**src/rtl/io_mcp23017_reader.sv**
```systemverilog
`default_nettype none
// ============================================================================
// Module   : io_mcp23017_reader
// Purpose  : I2C master that reads one MCP23017 register. The bus sequence is
//            START, write address, register pointer, repeated START, read
//            address, one data byte with master NACK, STOP. Bus timing
//            advances on rising edges of the slow clk_ic.
// Revision : 1.0 - initial release
// ============================================================================
module io_mcp23017_reader #(
   parameter logic [3:0] DEV_PREFIX = 4'b0100
) (
   input  logic       clk,
   input  logic       rst_n,
   input  logic       clk_ic,
   input  logic       rd_en,
   input  logic [2:0] hardware_address,
   input  logic [7:0] register_address,
   output logic [7:0] data_out,
   output logic       valid,
   output logic       nack_err,
   output logic       busy,
   output logic       SCK,
   output logic       SDA_oe,
   input  logic       SDA_in
);

   typedef enum logic [2:0] {
      ST_IDLE      = 3'd0,
      ST_START     = 3'd1,
      ST_TX_ADDR_W = 3'd2,
      ST_TX_REG    = 3'd3,
      ST_RSTART    = 3'd4,
      ST_TX_ADDR_R = 3'd5,
      ST_RX_DATA   = 3'd6,
      ST_STOP      = 3'd7
   } state_t;

   state_t     state, state_nxt;
   logic [1:0] phase, phase_nxt;
   logic [3:0] bit_cnt, bit_cnt_nxt;
   logic [2:0] hw_q, hw_nxt;
   logic [7:0] reg_q, reg_nxt;
   logic [7:0] rx_sh, rx_sh_nxt;
   logic [7:0] data_nxt;
   logic       ack_smp, ack_nxt;
   logic       err, err_nxt;
   logic       sck_nxt, sda_oe_nxt, busy_nxt, valid_nxt, nack_nxt;
   logic [7:0] tx_byte;
   logic       tx_bit;
   logic       last_cell;
   logic       ic_s1, ic_s2, tick;
   logic       sda_s1, sda_s2;

   // Synchronise clk_ic and the SDA pin into the clk domain.
   always_ff @(posedge clk or negedge rst_n) begin
      if (!rst_n) begin
         ic_s1  <= 1'b0;
         ic_s2  <= 1'b0;
         sda_s1 <= 1'b1;
         sda_s2 <= 1'b1;
      end else begin
         ic_s1  <= clk_ic;
         ic_s2  <= ic_s1;
         sda_s1 <= SDA_in;
         sda_s2 <= sda_s1;
      end
   end

   // One-clk tick on each 0->1 transition of the synchronised clk_ic.
   assign tick      = ic_s1 & ~ic_s2;
   assign last_cell = (bit_cnt == 4'd8);

   // Byte being transmitted in the current TX state and its current bit.
   always_comb begin
      tx_byte = 8'h00;
      case (state)
         ST_TX_ADDR_W: tx_byte = {DEV_PREFIX, hw_q, 1'b0};
         ST_TX_REG:    tx_byte = reg_q;
         ST_TX_ADDR_R: tx_byte = {DEV_PREFIX, hw_q, 1'b1};
         default:      tx_byte = 8'h00;
      endcase
      tx_bit = tx_byte[3'd7 - bit_cnt[2:0]];
   end

   // Next-state and bus-output logic; everything holds unless a tick arrives.
   always_comb begin
      state_nxt   = state;
      phase_nxt   = phase;
      bit_cnt_nxt = bit_cnt;
      hw_nxt      = hw_q;
      reg_nxt     = reg_q;
      rx_sh_nxt   = rx_sh;
      data_nxt    = data_out;
      ack_nxt     = ack_smp;
      err_nxt     = err;
      sck_nxt     = SCK;
      sda_oe_nxt  = SDA_oe;
      busy_nxt    = busy;
      valid_nxt   = 1'b0;
      nack_nxt    = 1'b0;

      if (state == ST_IDLE) begin
         if (rd_en) begin
            hw_nxt      = hardware_address;
            reg_nxt     = register_address;
            busy_nxt    = 1'b1;
            err_nxt     = 1'b0;
            phase_nxt   = 2'd0;
            bit_cnt_nxt = 4'd0;
            state_nxt   = ST_START;
         end
      end else if (tick) begin
         phase_nxt = phase + 2'd1;
         case (state)
            ST_START, ST_RSTART: begin
               case (phase)
                  2'd0: sda_oe_nxt = 1'b0;
                  2'd1: sck_nxt    = 1'b1;
                  2'd2: sda_oe_nxt = 1'b1;
                  2'd3: begin
                     sck_nxt     = 1'b0;
                     bit_cnt_nxt = 4'd0;
                     state_nxt   = (state == ST_START) ? ST_TX_ADDR_W : ST_TX_ADDR_R;
                  end
               endcase
            end
            ST_TX_ADDR_W, ST_TX_REG, ST_TX_ADDR_R: begin
               case (phase)
                  2'd0: begin
                     sck_nxt    = 1'b0;
                     // ACK cell releases SDA so the slave can answer.
                     sda_oe_nxt = last_cell ? 1'b0 : ~tx_bit;
                  end
                  2'd1: sck_nxt = 1'b1;
                  2'd2: if (last_cell) ack_nxt = sda_s2;
                  2'd3: begin
                     sck_nxt = 1'b0;
                     if (last_cell) begin
                        bit_cnt_nxt = 4'd0;
                        if (ack_smp) begin
                           err_nxt   = 1'b1;
                           state_nxt = ST_STOP;
                        end else begin
                           case (state)
                              ST_TX_ADDR_W: state_nxt = ST_TX_REG;
                              ST_TX_REG:    state_nxt = ST_RSTART;
                              default:      state_nxt = ST_RX_DATA;
                           endcase
                        end
                     end else begin
                        bit_cnt_nxt = bit_cnt + 4'd1;
                     end
                  end
               endcase
            end
            ST_RX_DATA: begin
               case (phase)
                  2'd0: begin
                     sck_nxt    = 1'b0;
                     // Data cells and the final master NACK both leave SDA released.
                     sda_oe_nxt = 1'b0;
                  end
                  2'd1: sck_nxt = 1'b1;
                  2'd2: if (!last_cell) rx_sh_nxt = {rx_sh[6:0], sda_s2};
                  2'd3: begin
                     sck_nxt = 1'b0;
                     if (last_cell) begin
                        bit_cnt_nxt = 4'd0;
                        state_nxt   = ST_STOP;
                     end else begin
                        bit_cnt_nxt = bit_cnt + 4'd1;
                     end
                  end
               endcase
            end
            ST_STOP: begin
               case (phase)
                  2'd0: begin
                     sck_nxt    = 1'b0;
                     sda_oe_nxt = 1'b1;
                  end
                  2'd1: sck_nxt    = 1'b1;
                  2'd2: sda_oe_nxt = 1'b0;
                  2'd3: begin
                     busy_nxt  = 1'b0;
                     state_nxt = ST_IDLE;
                     if (err) begin
                        nack_nxt = 1'b1;
                     end else begin
                        data_nxt  = rx_sh;
                        valid_nxt = 1'b1;
                     end
                  end
               endcase
            end
            default: state_nxt = ST_IDLE;
         endcase
      end
   end

   // State and output registers; reset abandons any transfer immediately.
   always_ff @(posedge clk or negedge rst_n) begin
      if (!rst_n) begin
         state    <= ST_IDLE;
         phase    <= 2'd0;
         bit_cnt  <= 4'd0;
         hw_q     <= 3'd0;
         reg_q    <= 8'h00;
         rx_sh    <= 8'h00;
         data_out <= 8'h00;
         ack_smp  <= 1'b0;
         err      <= 1'b0;
         SCK      <= 1'b1;
         SDA_oe   <= 1'b0;
         busy     <= 1'b0;
         valid    <= 1'b0;
         nack_err <= 1'b0;
      end else begin
         state    <= state_nxt;
         phase    <= phase_nxt;
         bit_cnt  <= bit_cnt_nxt;
         hw_q     <= hw_nxt;
         reg_q    <= reg_nxt;
         rx_sh    <= rx_sh_nxt;
         data_out <= data_nxt;
         ack_smp  <= ack_nxt;
         err      <= err_nxt;
         SCK      <= sck_nxt;
         SDA_oe   <= sda_oe_nxt;
         busy     <= busy_nxt;
         valid    <= valid_nxt;
         nack_err <= nack_nxt;
      end
   end

endmodule
`default_nettype wire

```
**config.mk**
```make
export PLATFORM = sky130hd
export DESIGN_NAME = io_mcp23017_reader
export DESIGN_NICKNAME = d
export VERILOG_FILES = /design/src/rtl/io_mcp23017_reader.sv
export SDC_FILE = /design/constraint.sdc
export NUM_CORES = 1
export LEC_CHECK = 0
export ABC_AREA = 1
export BUFFER_PORTS_ARGS = -buffer_cell sky130_fd_sc_hd__buf_2
export CAP_MARGIN = 10
export CORE_MARGIN = 4
export CORE_UTILIZATION = 62
export CTS_CLUSTER_DIAMETER = 80
export DETAILED_ROUTE_END_ITERATION = 10
export PLACE_DENSITY = 0.84
export SLEW_MARGIN = 30
export SYNTH_ARGS = -nofsm -noshare
export SYNTH_HDL_FRONTEND = slang
export SYNTH_SLANG_ARGS = --single-unit
```
**constraint.sdc**
```tcl
create_clock -name clk -period 3.71 [get_ports clk]
set_input_delay 0.5565 -clock clk [delete_from_list [all_inputs] [get_ports clk]]
set_output_delay 0.5565 -clock clk [all_outputs]
set_load 0.02 [all_outputs]
```
* After elaboration in Yosys (flattened, before gate mapping) *
Cells that the tools add are included.

operators by class
  add/sub/neg operators = 3
  magnitude comparators = 1
  eq/ne operators = 26
  multiplexer cells = 58
  bitwise operators = 6
  reductions and logical operators = 26

operators with widths
  kind                                                 number
  2-to-1 mux 3 bit                                     11
  2-to-1 mux 1 bit                                     26
  2-to-1 mux 4 bit                                     6
  != test 3 bit, second input constant                 8
  case mux 8 bit (3 select lines)                      1
  AND reduction 5 bit                                  4
  equality test 3 bit, second input constant           4
  != test 3 x 1 -> 1 bit, second input constant        4
  case mux 3 bit (4 select lines)                      1
  AND reduction 6 bit                                  2
  nonzero test 2 bit                                   6
  case mux 1 bit (2 select lines)                      5
  case mux 4 bit (2 select lines)                      1
  AND reduction 8 bit                                  1
  AND reduction 7 bit                                  1
  equality test 3 x 2 -> 1 bit, second input constant  2
  2-to-1 mux 2 bit                                     3
  != test 2 bit, second input constant                 3
  case mux 3 bit (2 select lines)                      1
  nonzero test 3 bit                                   2
  NOT 1 bit                                            5
  adder 4 x 1 -> 4 bit, second input constant          1
  equality test 2 bit, second input constant           2
  equality test 4 bit, second input constant           1
  17 further kinds                                     19

word-level totals
  register bits = 47
  bits of input ports = 16
  output and inout port bits = 13
  word-level logic and storage cells = 138

* Longest topological paths before layout *
Gate-level depths: netlist of the first run.

  depth in word-level cells = 8
  mapped depth = 13
  gate-level depth less buffers = 12

* Worst setup path after synthesis of the first run *
Ideal clock, no wire load.

  kind = flip-flop to flip-flop
  from = register bit_cnt[0]
  to = register rx_sh[0]
  setup time = 126 ps
  arrival = 1,609 ps
  required time = 3,584 ps
  path slack = 1,975 ps
  stages on the path, launching flop included = 11
  path buffers = 2
  clock period less this slack = 1,735 ps
  cells stage by stage = dfrtp_1 > clkbuf_1 > inv_1 > ha_1 > nand3_2 > nand2_1 > inv_2 > nand3_2 > nor3_4 > buf_6 > o21ai_0

on the way
  longest elaborated chain between the ends = 3

ends and longest elaborated chain
  element                        RTL line  text
  start, declared                41        logic [3:0] bit_cnt, bit_cnt_nxt;
  start signal, assigned         222       bit_cnt <= bit_cnt_nxt;
  equality test 4 bit            72        assign last_cell = (bit_cnt == 4'd8);
  NOT 1 bit (no line)            n/a
  AND reduction 5 bit (no line)  n/a
  end signal, assigned           225       rx_sh <= rx_sh_nxt;
  end, declared                  44        logic [7:0] rx_sh, rx_sh_nxt;

Every way passes these cells.
A chain may end at the register's enable or synchronous reset.

* Final worst setup path of the first run *
  from = register bit_cnt[0]
  to = register rx_sh[5]

The elaborated chain is that of the path after synthesis.

==> run summary, run 1 <==
STATUS
--------------------------------------------------------------------------------------
Run status ..............................................................    completed

FINISH
--------------------------------------------------------------------------------------
Fraction of final layout cells sized beyond drive strength 1 ............       24.27%
Commonest non-fill, non-tap cell in the layout .......................... sky130_fd_sc_hd__nand2_1
Post-layout utilization of the core .....................................       71.71%
ANT cells ...............................................................            0
Layout-stage area growth over the synthesis result ......................       10.16%
Layout net count ........................................................          330
Leading cell types in the layout, fill and taps excluded ................ sky130_fd_sc_hd__nand2_1 (87), sky130_fd_sc_hd__dfrtp_1 (44), sky130_fd_sc_hd__inv_1 (28)

PWR
--------------------------------------------------------------------------------------
Flop pwr share ..........................................................        42.7%
Switching pwr ...........................................................     751.0 uW
Portion of total power attributed to combinational logic ................        37.4%
Worst vdd rail ir drop ..................................................  0.0003954 V
Leakage power ...........................................................     1.348 nW
Cell internal power dissipation .........................................     1.063 mW
Net Sw Frac .............................................................       41.40%
Portion of total power attributed to the clock network ..................        20.0%
Ratio of total power to cell area ....................................... 685.9 mW/mm^2

CLOCKING
--------------------------------------------------------------------------------------
H-Tree Depth ............................................................            2
CTS tree ................................................................        built
Max Root-Sink Buffers ...................................................            2
Cells resized by post-CTS repair ........................................            0
Clock Tree Root ......................................................... sky130_fd_sc_hd__clkbuf_8
CTS Buf Count ...........................................................            5
TritonCTS sink count ....................................................           47
CTS Hold Buffers Added ..................................................            0
Clock slew at the register clock pins of the worst setup and hold paths .      0.08 ns
Buffer count from post-CTS setup fixing .................................            0
Skew-Pair Late Insertion Delay ..........................................      0.30 ns

TIMING
--------------------------------------------------------------------------------------
Summed negative setup slack over all endpoints ..........................         0 ns
Count of final setup violators ..........................................            0
Least-Margin Pin Slew ...................................................    0.5699 ns
Tmin final ..............................................................     1.988 ns
Hold violation count in the final report ................................            0
Unrepaired setup endpoints after global routing .........................        false
Share of the clock period used by the worst path ........................       53.58%
Final count of pins violating max slew ..................................            0
Max frequency ...........................................................    503.1 MHz
Max_slew headroom .......................................................       62.01%
Clock Skews .............................................................  0.007124 ns

SYNTH
--------------------------------------------------------------------------------------
Post-synthesis sequential element count .................................           47
Fraction of registers with async set or reset after synthesis ...........       100.0%
Top cells by area in the synthesized netlist ............................ sky130_fd_sc_hd__dfrtp_1 (46%), sky130_fd_sc_hd__nand2_1 (14%), sky130_fd_sc_hd__o21ai_0 (5.4%)
Unique cell type count in the Yosys netlist .............................           30
Syn_area_per_cell .......................................................   8.545 um^2
Syn nets ................................................................          303
Sequential fraction of the synthesis area ...............................       49.14%
Area share of the largest cell type after synthesis .....................       45.86%
Largest area contributor in the synthesized netlist ..................... sky130_fd_sc_hd__dfrtp_1
Netlist Area Pre-Place .................................................. 0.002401 mm^2
Synth Warn # ............................................................            0
EDFF count, synth .......................................................            0
Synthesized netlist cell count ..........................................          281
Dominant synthesized flop cell .......................................... sky130_fd_sc_hd__dfrtp_1

GLOBAL ROUTE
--------------------------------------------------------------------------------------
Global-route congestion overflow total ..................................            0
Maximum number of pins on one net before global-route repair ............           48
Met3 capacity usage during global routing ...............................       3.741%
Global-route met2 utilization ...........................................       28.79%
Overall Global Routing Usage ............................................       18.85%
Wire length of the first global-routing pass ............................      7479 um
Vias in the first global route ..........................................         1702
Initial antenna violation count .........................................            0
Most crowded layer after global routing .................................         met2
Global-route met1 utilization ...........................................       25.87%

DETAILED ROUTING
--------------------------------------------------------------------------------------
Starting DRC count in detailed routing ..................................          108
Routed length per instance ..............................................     12.41 um
Detailed-route via count ................................................         1849
Via-per-instance ratio ..................................................        5.179
First-pass DRT Iterations ...............................................            4
Number of nets with antenna violations after detailed routing ...........            0
Drc violations ..........................................................            0
Wire length after detailed routing ......................................      4429 um

SETUP PATH
--------------------------------------------------------------------------------------
Max stage delay on crit path ............................................      0.50 ns
Element type at the critical path start .................................    flip-flop
Total buffers and inverters traversed by the critical path ..............            2
Slowest stage cell on the critical path ................................. sky130_fd_sc_hd__dfrtp_1
Cells along the critical path ........................................... inv_1, ha_1, nand3_2, nand2_1, inv_2, nand3_2, nor3_4, nand2_1, o21ai_0
Arrival time at the worst endpoint ......................................      2.20 ns
Kind of cell adding the most delay to the critical path ................. simple AND/OR/NAND/NOR gates
Required @ worst endpoint ...............................................      3.93 ns
Sort of element at the end of the critical path .........................    flip-flop
Crit Path Category ......................................................      reg2reg
Largest driver fanout on the critical path ..............................           16

FLOORPLAN
--------------------------------------------------------------------------------------
Die Ht ..................................................................     70.23 um
Top-Level Pins ..........................................................           29
Total Die Area .......................................................... 0.004932 mm^2
Width of the die ........................................................     70.23 um
Initial standard-cell utilization of the core ...........................       65.09%
Placeable core area ..................................................... 0.003689 mm^2
Cell row count ..........................................................           22

PLACE
--------------------------------------------------------------------------------------
Final estimated routing congestion in global placement ..................       0.9396
IO Port Bufs ............................................................           28
Estimated wirelength of the detail-placed design ........................      3266 um

WORST HOLD PATH
--------------------------------------------------------------------------------------
Worst min-delay path category ...........................................     in2async

JOB
--------------------------------------------------------------------------------------
Maximum Capacitance Violations ..........................................            0

==> metal layers <==
layer | vias up | wire (um)
li1 | 940 | -
met1 | 851 | 2091
met2 | 50 | 2029
met3 | 8 | 245
met4 | 0 | 62
met5 | - | 0
==> power groups by stage <==
stage | Clock [mW] | Sequential (mW) | Combinational [mW]
2_1_floorplan | 0 | 0.718 | 0.599
3_3_place_gp | 0 | 0.777 | 0.650
4_1_cts | 0.368 | 0.772 | 0.678
5_1_grt | 0.387 | 0.793 | 0.773
3_5_place_dp | 0 | 0.780 | 0.671
6_report | 0.362 | 0.774 | 0.678
==> cells in the mapped netlist (2+ instances only) <==
cell type                  number
sky130_fd_sc_hd__a21oi_1        6
sky130_fd_sc_hd__buf_6          4
sky130_fd_sc_hd__clkbuf_1       2
sky130_fd_sc_hd__dfrtp_1       44
sky130_fd_sc_hd__dfstp_2        3
sky130_fd_sc_hd__ha_1           6
sky130_fd_sc_hd__inv_1         28
sky130_fd_sc_hd__inv_2          9
sky130_fd_sc_hd__nand2_1       87
sky130_fd_sc_hd__nand2_2        5
sky130_fd_sc_hd__nand3_1       13
sky130_fd_sc_hd__nand3_2        3
sky130_fd_sc_hd__nand4_1        6
sky130_fd_sc_hd__nor2_1        11
sky130_fd_sc_hd__nor2_2         3
sky130_fd_sc_hd__nor2_4         2
sky130_fd_sc_hd__nor3_1         2
sky130_fd_sc_hd__nor3_2         2
sky130_fd_sc_hd__o211ai_1       2
sky130_fd_sc_hd__o21ai_0       26
sky130_fd_sc_hd__o21ai_2        8
==> final cells by class <==
cell class                      instances  area [um^2]
Clock buffer                            7        76.32
Clock inverter                          1        30.03
Fill cell                             297         1044
Inverter                               38        147.6
Multi-Input combinational cell        188         1008
Sequential cell                        47         1180
Tap cell                               48        60.06
Timing Repair Buffer                   28        142.6
==> logic make-up (layout without fill, tap and decap cells) <==
family	Yosys count	after routing	synth area share [%]
and+or+nand+nor	139	139	28.30
buffers and inverters	46	74	8.859
adders and majority gates	6	6	3.127
DFF	47	47	49.14
AOI/OAI and AO/OA	43	43	10.58
==> state kept, by name, summed over array words and instances, names as in the netlist, 2 cells and up <==
register	count
reg_q	8
bit_cnt	4
state	3
data_out	8
phase	2
rx_sh	8
hw_q	3
==> final timing paths <==
path	start	to	slack, ns	cells after the start
worst min register to register	sda_s1$_DFF_PN1_	sda_s2$_DFF_PN1_	0.36	0
max in group asynchronous	rst_n	sda_s1$_DFF_PN1_	3.07	1
worst min-delay path	rst_n	data_out[7]$_DFFE_PN0P_	0.25	1
worst max register to register	bit_cnt[0]$_DFFE_PN0P_	rx_sh[5]$_DFFE_PN0P_	1.72	9
worst max-delay path	bit_cnt[0]$_DFFE_PN0P_	rx_sh[5]$_DFFE_PN0P_	1.72	9
min in group clk	SDA_in	sda_s1$_DFF_PN1_	0.35	1
==> through the flow <==
step	power, mW	hold slack [ns]	worst slack (ns)	std cells	instance area (um^2)
2_1_floorplan	1.317	0.2609	1.975	281	2401
3_3_place_gp	1.427	0.3458	1.760	349	2536
3_5_place_dp	1.451	0.3487	1.743	349	2539
4_1_cts	1.818	0.2755	1.695	357	2645
5_1_grt	1.953	0.2858	1.560	357	2645
6_report	1.814	0.2453	1.722	357	2645
Power figures use the tool's default switching activity.
==> inputs of run 2 (changes only) <==
--- a/config.mk
+++ b/config.mk
@@ -9,10 +9,10 @@
 export BUFFER_PORTS_ARGS = -buffer_cell sky130_fd_sc_hd__buf_2
 export CAP_MARGIN = 10
 export CORE_MARGIN = 4
-export CORE_UTILIZATION = 62
+export CORE_UTILIZATION = 52
 export CTS_CLUSTER_DIAMETER = 80
 export DETAILED_ROUTE_END_ITERATION = 10
-export PLACE_DENSITY = 0.84
+export PLACE_DENSITY = 0.75
 export SLEW_MARGIN = 30
 export SYNTH_ARGS = -nofsm -noshare
 export SYNTH_HDL_FRONTEND = slang
==> constraint.sdc (replaced) <==
create_clock -name clk -period 1.8 [get_ports clk]
set_input_delay 0.27 -clock clk [delete_from_list [all_inputs] [get_ports clk]]
set_output_delay 0.27 -clock clk [all_outputs]
set_load 0.02 [all_outputs]
==> run summary, run 2 (synthesized netlist as in run 1, its figures left out) <==
STATUS
--------------------------------------------------------------------------------------
Run status ..............................................................    completed

FINISH
--------------------------------------------------------------------------------------
Registers with the highest flip-flop counts ............................. data_out: 8 flops, reg_q: 8 flops, rx_sh: 8 flops
Number of filler instances in the final layout ..........................          387
Leading cell types in the layout, fill and taps excluded ................ sky130_fd_sc_hd__nand2_1 (87), sky130_fd_sc_hd__dfrtp_1 (41), sky130_fd_sc_hd__inv_1 (28), sky130_fd_sc_hd__buf_2 (28), sky130_fd_sc_hd__o21ai_0 (26)
Commonest non-fill, non-tap cell in the layout .......................... sky130_fd_sc_hd__nand2_1
ANT cells ...............................................................            0
Fraction of final layout cells sized beyond drive strength 1 ............       27.90%
Layout-stage area growth over the synthesis result ......................       13.18%
Layout net count ........................................................          340

TIMING
--------------------------------------------------------------------------------------
Unrepaired setup endpoints after global routing .........................        false
Clock Skews .............................................................  0.006610 ns
Share of the clock period used by the worst path ........................       92.20%
Summed negative setup slack over all endpoints ..........................         0 ns
Final count of pins violating max slew ..................................            0
Count of final setup violators ..........................................            0
Max_slew headroom .......................................................       63.57%
Worst Slack Setup Final .................................................    0.1405 ns
Hold violation count in the final report ................................            0
Max frequency ...........................................................    602.6 MHz
Tmin final ..............................................................     1.660 ns
Least-Margin Pin Slew ...................................................    0.5465 ns

PLACE
--------------------------------------------------------------------------------------
IO Port Bufs ............................................................           28
Estimated wirelength of the detail-placed design ........................      3560 um
Final estimated routing congestion in global placement ..................       0.8369
Worst slack at placement ................................................   0.02697 ns

FLOORPLAN
--------------------------------------------------------------------------------------
Die Ht ..................................................................     75.95 um
Cell row count ..........................................................           24
Initial standard-cell utilization of the core ...........................       54.39%
Placeable core area ..................................................... 0.004414 mm^2
Total Die Area .......................................................... 0.005768 mm^2
Width of the die ........................................................     75.95 um
Top-Level Pins ..........................................................           29

PWR
--------------------------------------------------------------------------------------
Worst vdd rail ir drop ..................................................  0.0007615 V
Overall power of the completed layout ...................................     3.772 mW
Leakage power ...........................................................     1.380 nW
Ratio of total power to cell area ....................................... 1388 mW/mm^2

SETUP PATH
--------------------------------------------------------------------------------------
Sort of element at the end of the critical path .........................    flip-flop
Required @ worst endpoint ...............................................      2.02 ns
Crit Path Category ......................................................      reg2reg
Largest driver fanout on the critical path ..............................           14
Arrival time at the worst endpoint ......................................      1.88 ns
Element type at the critical path start .................................    flip-flop

DETAILED ROUTING
--------------------------------------------------------------------------------------
First-pass DRT Iterations ...............................................            4
Drc violations ..........................................................            0
Wire length after detailed routing ......................................      4660 um
Routed length per instance ..............................................     12.56 um
Via-per-instance ratio ..................................................        5.124
Number of nets with antenna violations after detailed routing ...........            0
Starting DRC count in detailed routing ..................................          106
Detailed-route via count ................................................         1901

CLOCKING
--------------------------------------------------------------------------------------
CTS Hold Buffers Added ..................................................            0
Max Root-Sink Buffers ...................................................            2
CTS tree ................................................................        built
Clock Tree Root ......................................................... sky130_fd_sc_hd__clkbuf_8
H-Tree Depth ............................................................            2
TritonCTS sink count ....................................................           47
CTS Buf Count ...........................................................            5
Clock slew at the register clock pins of the worst setup and hold paths .      0.09 ns
Skew-Pair Late Insertion Delay ..........................................      0.30 ns

JOB
--------------------------------------------------------------------------------------
Maximum Capacitance Violations ..........................................            0

GLOBAL ROUTE
--------------------------------------------------------------------------------------
Maximum number of pins on one net before global-route repair ............           48
Wire length of the first global-routing pass ............................      8266 um
Global-route congestion overflow total ..................................            0
Overall Global Routing Usage ............................................       17.35%
Vias in the first global route ..........................................         1878
Initial antenna violation count .........................................            0

WORST HOLD PATH
--------------------------------------------------------------------------------------
Worst min-delay path category ...........................................     in2async

[run 2: worst max-delay path, stage by stage, from the launching register on]
cell and delay [ns]:
sky130_fd_sc_hd__dfrtp_2 0.52, sky130_fd_sc_hd__nor2_4 0.15, sky130_fd_sc_hd__nand2_2 0.09, sky130_fd_sc_hd__inv_2 0.08, sky130_fd_sc_hd__nand2_2 0.09, sky130_fd_sc_hd__buf_4 0.18, sky130_fd_sc_hd__inv_1 0.30, sky130_fd_sc_hd__nand2_1 0.10
sky130_fd_sc_hd__o21ai_0 0.09
[run 2: cell type report]
cell class | count | area [um^2] | area share (%)
clock buffer | 6 | 72.57 | 2.670
clock inverter | 2 | 16.27 | 0.5985
inverter | 38 | 147.6 | 5.433
multi-input combinational | 188 | 1020 | 37.52
sequential | 47 | 1184 | 43.55
tap | 52 | 65.06 | 2.394
timing repair buffer | 38 | 212.7 | 7.827
[run 2: worst paths after layout]
check                      slack [ns]            startpoint                    to  cells past startpoint
hold reg to reg                  0.35      sda_s1$_DFF_PN1_      sda_s2$_DFF_PN1_                      0
min in group clk                 0.07                SDA_in      sda_s1$_DFF_PN1_                      1
max in group asynchronous        1.36                 rst_n  state[1]$_DFFE_PN0P_                      2
setup / recovery                 0.14  state[1]$_DFFE_PN0P_  reg_q[0]$_DFFE_PN0P_                      8
setup reg to reg                 0.14  state[1]$_DFFE_PN0P_  reg_q[0]$_DFFE_PN0P_                      8
hold / removal                   0.04                 rst_n      busy$_DFFE_PN0P_                      2
[run 2: metal layers]
metal  vias up  GRT usage [%]  share of wire [%]
met5         -              0                  0
met4         0          5.338                1.8
met3         7          3.555                4.1
met2        41          28.51                 47
met1       888          23.00                 47
li1        965              -                  -
[run 2: power by group]
part | internal (mW) | switching [mW]
Combinational | 0.561 | 0.990
Clock | 0.279 | 0.356
Sequential | 1.32 | 0.264
Total | 2.16 | 1.61
[run 2: per-stage QoR]
step | area [um^2] | cells | hold slack, ns | util, %
final | 2718 | 371 | 0.03667 | 61.56
after global routing | 2718 | 371 | 0.05410 | 61.56
after CTS | 2690 | 369 | 0.05624 | 60.94
after detailed placement | 2601 | 361 | 0.3507 | 58.93
after global placement | 2601 | 361 | 0.3470 | 58.93
after floorplan | 2401 | 281 | -0.02559 | -
[run 2: repair_timing]
action                     4_1_cts  5_1_grt
gates resized for setup          0        5
setup endpoints to repair        0       23
setup buffers                    0        2
==> inputs of run 3 (changes only) <==
--- a/config.mk
+++ b/config.mk
@@ -8,11 +8,12 @@
 export ABC_AREA = 1
 export BUFFER_PORTS_ARGS = -buffer_cell sky130_fd_sc_hd__buf_2
 export CAP_MARGIN = 10
+export CORE_ASPECT_RATIO = 1.1
 export CORE_MARGIN = 4
-export CORE_UTILIZATION = 52
+export CORE_UTILIZATION = 45
 export CTS_CLUSTER_DIAMETER = 80
 export DETAILED_ROUTE_END_ITERATION = 10
-export PLACE_DENSITY = 0.75
+export PLACE_DENSITY = 0.67
 export SLEW_MARGIN = 30
 export SYNTH_ARGS = -nofsm -noshare
 export SYNTH_HDL_FRONTEND = slang
==> run summary, run 3 (synthesized netlist as in run 1, its figures left out) <==
STATUS
--------------------------------------------------------------------------------------
Run status ..............................................................    completed

CLOCKING
--------------------------------------------------------------------------------------
Skew-Pair Late Insertion Delay ..........................................      0.30 ns
CTS tree ................................................................        built
Max Root-Sink Buffers ...................................................            2
CTS Buf Count ...........................................................            5
Clock slew at the register clock pins of the worst setup and hold paths .      0.08 ns
H-Tree Depth ............................................................            2
Buffer count from post-CTS setup fixing .................................            0
TritonCTS sink count ....................................................           47
Clock Tree Root ......................................................... sky130_fd_sc_hd__clkbuf_8

TIMING
--------------------------------------------------------------------------------------
Clock Skews .............................................................  0.007915 ns
Max_slew headroom .......................................................       71.02%
Count of final setup violators ..........................................            0
Final count of pins violating max slew ..................................            0
Least-Margin Pin Slew ...................................................    0.4342 ns
Unrepaired setup endpoints after global routing .........................        false
Tmin final ..............................................................     1.606 ns
Summed negative setup slack over all endpoints ..........................         0 ns
Smallest hold slack .....................................................   0.06526 ns
Max frequency ...........................................................    622.5 MHz
Hold violation count in the final report ................................            0
Share of the clock period used by the worst path ........................       89.25%
Worst Slack Setup Final .................................................    0.1936 ns

JOB
--------------------------------------------------------------------------------------
Maximum Capacitance Violations ..........................................            0

WORST HOLD PATH
--------------------------------------------------------------------------------------
Worst hold path startpoint ..............................................       SDA_in
Terminating pin of the worst hold path .................................. sda_s1$_DFF_PN1_
Count of cells along the worst hold path ................................            1
Worst min-delay path category ...........................................       in2reg

FINISH
--------------------------------------------------------------------------------------
Area of all placed cells without fillers ................................ 0.002751 mm^2
Commonest non-fill, non-tap cell in the layout .......................... sky130_fd_sc_hd__nand2_1
Fraction of final layout cells sized beyond drive strength 1 ............       27.50%
Layout-stage area growth over the synthesis result ......................       14.59%
Layout net count ........................................................          341
Registers with the highest flip-flop counts ............................. data_out: 8 flops, reg_q: 8 flops, rx_sh: 8 flops
Leading cell types in the layout, fill and taps excluded ................ sky130_fd_sc_hd__nand2_1 (87), sky130_fd_sc_hd__dfrtp_1 (41), sky130_fd_sc_hd__inv_1 (28), sky130_fd_sc_hd__buf_2 (28), sky130_fd_sc_hd__o21ai_0 (26)
ANT cells ...............................................................            0
Post-layout utilization of the core .....................................       53.94%
Fin cells ...............................................................          392

SETUP PATH
--------------------------------------------------------------------------------------
Slowest stage cell on the critical path ................................. sky130_fd_sc_hd__dfrtp_2
Sort of element at the end of the critical path .........................    flip-flop
Element type at the critical path start .................................    flip-flop
Worst reg2reg endpoint .................................................. bit_cnt[2]$_DFFE_PN0P_
Cells along the critical path ........................................... nor2_4, nand2_2, inv_2, nand2_2, a21oi_2, nand2_1, inv_2, nand2_1, nor2_1, nor3b_2
Required @ worst endpoint ...............................................      1.99 ns
Origin of the critical flop-to-flop path ................................ state[1]$_DFFE_PN0P_
Max stage delay on crit path ............................................      0.51 ns
Crit Path Category ......................................................      reg2reg
Arrival time at the worst endpoint ......................................      1.79 ns
Kind of cell adding the most delay to the critical path ................. simple AND/OR/NAND/NOR gates
Total buffers and inverters traversed by the critical path ..............            2
Register-to-Register Setup Slack ........................................      0.19 ns
Largest driver fanout on the critical path ..............................            9
Register-to-Register Path Depth .........................................           10

PWR
--------------------------------------------------------------------------------------
Worst vdd rail ir drop ..................................................  0.0007019 V
Leakage power ...........................................................     1.386 nW
Overall power of the completed layout ...................................     3.746 mW
Ratio of total power to cell area ....................................... 1362 mW/mm^2

DETAILED ROUTING
--------------------------------------------------------------------------------------
Starting DRC count in detailed routing ..................................          125
Routed length per instance ..............................................     12.02 um
Detailed-route via count ................................................         1872
First-pass DRT Iterations ...............................................            4
Drc violations ..........................................................            0
Wire length after detailed routing ......................................      4710 um
Via-per-instance ratio ..................................................        4.776
Number of nets with antenna violations after detailed routing ...........            0

FLOORPLAN
--------------------------------------------------------------------------------------
Initial standard-cell utilization of the core ...........................       47.07%
Die Ht ..................................................................     84.61 um
Width of the die ........................................................     77.65 um
Cell row count ..........................................................           27
Top-Level Pins ..........................................................           29
Total Die Area .......................................................... 0.006570 mm^2
Placeable core area ..................................................... 0.005101 mm^2

PLACE
--------------------------------------------------------------------------------------
IO Port Bufs ............................................................           28
Standard cell area after detailed placement ............................. 0.002654 mm^2
Worst slack at placement ................................................   0.07021 ns
Estimated wirelength of the detail-placed design ........................      3500 um
Final estimated routing congestion in global placement ..................       0.8231
Cell Count Post-Placement ...............................................          383

GLOBAL ROUTE
--------------------------------------------------------------------------------------
Vias in the first global route ..........................................         1808
Wire length of the first global-routing pass ............................      8362 um
Global-route congestion overflow total ..................................            0
Maximum number of pins on one net before global-route repair ............           48
Initial antenna violation count .........................................            0
Overall Global Routing Usage ............................................       15.85%

[run 3: changes by cell type in the layout (fill, tap and decap cells not counted), sizes merged]
cell         previous run  this run
buf                    37        38
dlygate4sd3             0         1
inv                    39        38
[run 3: metal layers]
layer / up-vias / share of wire [%] / global-route usage [%] / routed length, um
met1: 868 / 49 / 21.09 / 2289
met2: 29 / 46 / 25.39 / 2157
met3: 6 / 4.2 / 3.863 / 196
met4: 0 / 1.4 / 5.016 / 67
met5: - / 0 / 0 / 0
li1: 969 / - / - / -
[run 3: worst reg2reg max path: stages, from the launching register on]
cell,delay [ns]
sky130_fd_sc_hd__dfrtp_2,0.51
sky130_fd_sc_hd__nor2_4,0.15
sky130_fd_sc_hd__nand2_2,0.08
sky130_fd_sc_hd__inv_2,0.08
sky130_fd_sc_hd__nand2_2,0.07
sky130_fd_sc_hd__a21oi_2,0.16
sky130_fd_sc_hd__nand2_1,0.12
sky130_fd_sc_hd__inv_2,0.10
sky130_fd_sc_hd__nand2_1,0.07
sky130_fd_sc_hd__nor2_1,0.12
sky130_fd_sc_hd__nor3b_2,0.06
[run 3: power by group]
part / total, mW / leakage [nW] / switching (mW) / internal (mW)
combinational: 1.53 / 0.742 / 0.971 / 0.556
clock: 0.628 / 0.0385 / 0.353 / 0.275
sequential: 1.59 / 0.605 / 0.270 / 1.32
total: 3.75 / 1.39 / 1.59 / 2.15
[run 3: how the worst max path moves through the flow]
stage,to,depth (start not counted),start,slack (ns)
6_report,bit_cnt[2]$_DFFE_PN0P_,10,state[1]$_DFFE_PN0P_,0.19
5_1_grt,bit_cnt[2]$_DFFE_PN0P_,10,state[1]$_DFFE_PN0P_,0.03
4_1_cts,data_out[2]$_DFFE_PN0P_,9,state[0]$_DFFE_PN0P_,0.04
3_5_place_dp,data_out[2]$_DFFE_PN0P_,9,state[0]$_DFFE_PN0P_,0.07
3_3_place_gp,data_out[4]$_DFFE_PN0P_,9,state[0]$_DFFE_PN0P_,0.08
2_1_floorplan,rx_sh[0]$_DFFE_PN0P_,10,bit_cnt[0]$_DFFE_PN0P_,0.07
[run 3: timing repair]
action                     4_1_cts  5_1_grt
setup endpoints to repair        0       13
hold endpoints to repair        44        0
hold buffers                     1        0
resized for setup                0        3
[run 3: layout make-up]
cell class | count | area, um^2
repair buffers | 39 | 237.7
inverters | 38 | 147.6
multi-input cells | 188 | 1008
fillers | 476 | 2350
flip-flops and latches | 47 | 1184
clock buffers | 7 | 76.32
clock inverters | 1 | 7.507
well taps | 72 | 90.09
